==> src/rtl/reg_file_rename.sv <==
// Architectural register file with per-register rename status (busy + producing ROB slot).
// Commit writes values and retires the rename; issue renames rd; rollback drops all renames.
module reg_file_rename #(
  parameter int REG_NUM   = 32,
  parameter int DATA_W    = 32,
  parameter int ROB_POS_W = 4
) (
  input  logic                 clk,
  input  logic                 rst,
  input  logic                 rdy,
  input  logic                 rollback,
  input  logic                 reg_write,
  input  logic [4:0]           reg_rd,
  input  logic [DATA_W-1:0]    reg_val,
  input  logic [ROB_POS_W-1:0] commit_rob_pos,
  input  logic                 issue,
  input  logic [4:0]           issue_rd,
  input  logic [ROB_POS_W-1:0] issue_rob_pos,
  input  logic [4:0]           rs1,
  input  logic [4:0]           rs2,
  output logic [DATA_W-1:0]    rs1_val,
  output logic [DATA_W-1:0]    rs2_val,
  output logic                 rs1_busy,
  output logic                 rs2_busy,
  output logic [ROB_POS_W-1:0] rs1_tag,
  output logic [ROB_POS_W-1:0] rs2_tag
);

  typedef struct packed {
    logic [DATA_W-1:0]    val;
    logic                 busy;
    logic [ROB_POS_W-1:0] tag;
  } rd_rsp_t;

  logic [REG_NUM-1:0][DATA_W-1:0]    val_q, val_d;
  logic [REG_NUM-1:0]                busy_q, busy_d;
  logic [REG_NUM-1:0][ROB_POS_W-1:0] tag_q, tag_d;

  always_comb begin
    val_d  = val_q;
    busy_d = busy_q;
    tag_d  = tag_q;
    if (rst) begin
      val_d  = '0;
      busy_d = '0;
      tag_d  = '0;
    end else if (rdy) begin
      if (reg_write && reg_rd != 5'd0) begin
        val_d[reg_rd] = reg_val;
        // Only the youngest producer may retire the rename.
        if (busy_q[reg_rd] && tag_q[reg_rd] == commit_rob_pos)
          busy_d[reg_rd] = 1'b0;
      end
      if (issue && issue_rd != 5'd0 && !rollback) begin
        busy_d[issue_rd] = 1'b1;
        tag_d[issue_rd]  = issue_rob_pos;
      end
      if (rollback)
        busy_d = '0;
    end
    val_d[0]  = '0;
    busy_d[0] = 1'b0;
  end

  always_ff @(posedge clk) begin
    val_q  <= val_d;
    busy_q <= busy_d;
    tag_q  <= tag_d;
  end

  // Reads use pre-issue state plus a bypass of the retiring commit.
  function automatic rd_rsp_t read_port(input logic [4:0] rs);
    rd_rsp_t r;
    r = '0;
    if (rs != 5'd0) begin
      r.val  = val_q[rs];
      r.busy = busy_q[rs];
      r.tag  = tag_q[rs];
      if (reg_write && reg_rd == rs && busy_q[rs] && tag_q[rs] == commit_rob_pos) begin
        r.val  = reg_val;
        r.busy = 1'b0;
      end
    end
    return r;
  endfunction

  rd_rsp_t rsp1, rsp2;

  always_comb begin
    rsp1     = read_port(rs1);
    rsp2     = read_port(rs2);
    rs1_val  = rsp1.val;
    rs1_busy = rsp1.busy;
    rs1_tag  = rsp1.tag;
    rs2_val  = rsp2.val;
    rs2_busy = rsp2.busy;
    rs2_tag  = rsp2.tag;
  end

endmodule

==> config.mk <==
export PLATFORM = sky130hd
export DESIGN_NAME = reg_file_rename
export DESIGN_NICKNAME = d
export VERILOG_FILES = /design/src/rtl/reg_file_rename.sv
export SDC_FILE = /design/constraint.sdc
export NUM_CORES = 2
export LEC_CHECK = 0
export CAP_MARGIN = 20
export CORE_UTILIZATION = 50
export CTS_BUF_LIST = sky130_fd_sc_hd__clkbuf_4 sky130_fd_sc_hd__clkbuf_8
export DETAILED_ROUTE_END_ITERATION = 16
export GPL_TIMING_DRIVEN = 0
export PLACE_DENSITY = 0.71
export SLEW_MARGIN = 20
export SYNTH_ARGS = -nofsm -noshare
export SYNTH_HDL_FRONTEND = slang
export SYNTH_SLANG_ARGS = --single-unit
==> constraint.sdc <==
create_clock -name clk -period 17.18 [get_ports clk]
set_input_delay 5.154 -clock clk [delete_from_list [all_inputs] [get_ports clk]]
set_output_delay 5.154 -clock clk [all_outputs]
set_load 0.01 [all_outputs]
==> summary.txt <==
Detailed routing
  – WL final: roughly 280 mm
  – DR vias: 59600
  – Drt initial violations: 10400
  – Avg WL per Cell: approximately 32 um
  – TritonRoute pass-1 iters: 9
  – DRC viols: 0
  – DR vias/cell: between 6 and 7
  – Routed Antenna Nets: 0

CTS
  – CTS tree: done
  – Buffer depth of the longest clock path: 3
  – CTS Root Cell: clkbuf_8
  – Clock slew at reported path FFs: 0.07 ns
  – CTS resizes: 0
  – TritonCTS buffer count: 198
  – H-tree depth: 4
  – Latest clock arrival within the worst-skew pair: 0.99 ns
  – CTS sink cnt: 1151
  – # hold bufs at CTS: 0
  – Number of setup buffers added after CTS: 0

Logic synthesis
  – Yosys reg bits: 1151
  – Synth async-reset ratio: 0%
  – Syn_nets: 6743
  – Avg Cell Area, Syn: about 9 um^2
  – Number of distinct library cells after synthesis: 60
  – Cells after Synth: 6677
  – Mapped Area: 60800 um^2
  – Top FF cell, synth: dfxtp_1
  – Yosys warning total: 0
  – Number of synthesized flops with an enable pin: 0
  – Seq/Total Area, Yosys: 37.9%

Pwr
  – Clock power share: 45.5%
  – PnR Total Power: between 5000 and 6000 uW
  – Leakage: ~0.022 uW
  – PD cells: 87.4 nW/um^2
  – Int Pwr: 4300 uW
  – Sequential share of power: 44.9%
  – NetSw: 1690 uW
  – Switching Fraction: 28.2%
  – Comb pwr share: 9.6%
  – VDD IR max: 0.0000885 V

Floorplan
  – Cell Rows: 127
  – Core area: 120000 um^2
  – Die height: 351 um
  – Starting density of the core: 50.6%
  – Die Span X: 351 um
  – DIE AREA: 123000 um^2
  – I/O pin count: 140

STA
  – Worst-margin pin slew: 1.32 ns
  – Part of the cycle the worst path needs: 99.6%
  – Min Clock Period, post-route: 17.11 ns
  – Max Clock Skew: 0.0350 ns
  – Setup WS post-layout: 0.0672 ns
  – Final slew viol count: 0
  – Rel. slew slack: roughly an eighth
  – Peak Freq: 0.0584 GHz
  – Fin Setup TNS: 0 ns
  – Unrepaired setup endpoints after global routing: false
  – Setup Viol. Count Final: 0
  – Final Hold Vio Count: 0

Hold path
  – WHS Endpoint: val_q[125]$_SDFFE_PP0P_
  – Worst hold start: val_q[125]$_SDFFE_PP0P_
  – Hold path cells: 2
  – Worst hold path class: register to register

Setup path
  – Critical path class: input port to primary output
  – CP dominant cell by count: clkdlybuf4s50_1
  – Reg-to-reg endpoint: busy_q[3]$_SDFFE_PP0P_
  – Slowest stage delay, CP: between 0.8 and 0.9 ns
  – WP data required: 12.03 ns
  – Worst r2r path cells: 9
  – CP cell instances: clkdlybuf4s50_1 > clkbuf_1 > buf_1 > buf_2 > mux4_2 > mux2i_1 > o22ai_1 > a21oi_1 > xnor2_1 > nor3_4 > buf_6 > mux2_1 > clkdlybuf4s50_1
  – FF-to-FF Start: tag_q[23]$_SDFFE_PP0P_
  – Slowest stage cell on the critical path: buf_1
  – R2r setup slk: around 14 ns
  – CP Max Fanout: 10
  – Crit end category: primary output
  – Setup crit start kind: input port
  – Crit path DAT: about 12 ns

Finish
  – Fill count: about 11000
  – P&R area growth vs syn: 12.7%
  – Final std cells w/o fill: 8782
  – Final nets: 7080
  – Share of cells above drive strength 1: 17.3%
  – Finished Core Util: 57.0%

Placement
  – Port Buf Inserts: ~130
  – RD Place Congestion: 1.07
  – Dpl hpwl: roughly 210 mm
  – Setup WS pre-CTS: 0.547 ns
  – DP Cell Count: ~8400

Global routing
  – Overflow left after global routing: 0
  – First-pass GRT wire length: slightly below 400 mm
  – Tot GR Track Use: 45.4%
  – Number of antenna violations at the first check in global routing: 12
  – Largest net degree at the start of global routing: 17
  – Number of global-route vias before repair: 55700

Job
  – Maxcap violations: 0

Outcome
  – Status: completed
-- layout make-up --
cell class	instances	area, um^2	share of cell area (%)
flip-flops and latches	1151	23000	33.6
inverters	20	75.1	0.110
clock buffers	308	3840	5.61
diodes	14	35.0	0.0511
repair buffers	137	1360	1.99
multi-input cells	4850	35200	51.3
plain buffers	656	2670	3.89
well taps	1612	2020	2.94
clock inverters	34	350	0.511
-- registers in the layout, indices dropped and copies added (netlist names) --
signal,count
val_q,992
busy_q,31
tag_q,128
-- per-stage QoR --
step	hold slack, ns	cell area (um^2)
4_1_cts	0.464	68400
3_3_place_gp	0.448	64100
5_1_grt	0.480	68500
6_report	0.465	68500
2_1_floorplan	0.443	60800
3_5_place_dp	0.457	64200
-- Yosys cell counts (all sizes together), types with 2 or more instances --
cell,count,area [um^2]
dfxtp,1151,23000
xor2,13,114
inv,19,71.3
o311a,3,30.0
o21ai,76,380
xnor2,9,78.8
o32ai,2,17.5
nand2,2240,8410
a2111oi,6,52.6
mux2,108,1220
o221ai,3,26.3
nand4,4,25.0
o21a,7,52.6
nor3b,3,22.5
o31a,7,61.3
mux2i,222,2220
a31oi,4,25.0
nor3,10,72.6
or4,2,18.8
nor4,9,77.6
mux4,659,14800
a2bb2oi,4,35.0
nor2,244,916
buf,110,567
nor2b,20,125
a21oi,1054,5280
a211oi,4,30.0
clkbuf,546,2050
o221a,17,191
nand3,32,160
nand2b,11,68.8
a311oi,3,26.3
o22ai,7,43.8
nand3b,5,37.5
o2bb2ai,4,35.0
o31ai,5,37.5
a22oi,18,135
and2,15,93.8
or3b,2,17.5
and3,7,43.8
-- cells in the final DEF, fill, tap and decap left out, drive strengths merged, types with 108 or more instances in the layout --
cell and n:
a21oi 1054, buf 112, clkbuf 864, clkdlybuf4s50 125, dfxtp 1151, mux2 108
mux2i 222, mux4 659, nand2 2240, nor2 244
-- power groups by stage --
stage | Sequential [uW] | Combinational (uW) | Clock (uW)
floorplan | 2740 | 290 | 0
global placement | 2750 | 532 | 0
detailed placement | 2750 | 535 | 0
CTS | 2690 | 536 | 2690
global route | 2690 | 569 | 2810
finish | 2690 | 573 | 2730
-- layer usage --
metal,global-route usage (%),vias to the layer above,share of wire [%]
li1,-,24100,-
met1,57.0,28800,35
met2,63.2,5439,41
met3,18.0,1285,16
met4,32.6,10,8.5
met5,0.0785,-,0.028
-- critical path, delay by kind of cell --
kind / cells / cell delay, ns
buf+inv: 6 / 3.77
mux: 3 / 1.04
simple gates: 1 / 0.84
compound gates: 2 / 0.86
xor+xnor: 1 / 0.23
-- kinds of logic (layout without fill, tap and decap cells) --
| group | count (synthesis) | count (layout) | share of synthesized area [%] |
|---|---|---|---|
| mux | 989 | 989 | 30.0 |
| flops | 1151 | 1151 | 37.9 |
| buf+inv | 676 | 1155 | 4.42 |
| simple gates | 2608 | 2608 | 16.6 |
| compound gates | 1231 | 1231 | 10.7 |
| xor+xnor | 22 | 22 | 0.317 |
| other cells | 0 | 14 | 0 |
-- how the worst max path moves through the flow --
| stage | depth (start not counted) | endpoint | slack, ns | startpoint |
|---|---|---|---|---|
| after floorplan | 9 | rs1_val[0] | 3.81 | rs1[0] |
| after global placement | 13 | rs2_val[21] | 0.08 | rs2[3] |
| after detailed placement | 13 | rs2_val[21] | 0.55 | rs2[3] |
| after CTS | 13 | rs2_val[21] | 0.53 | rs2[3] |
| after global routing | 13 | rs2_val[21] | 0.33 | rs2[3] |
| final | 13 | rs2_val[21] | 0.07 | rs2[3] |
Note: power is estimated with default switching activity, not from simulation.
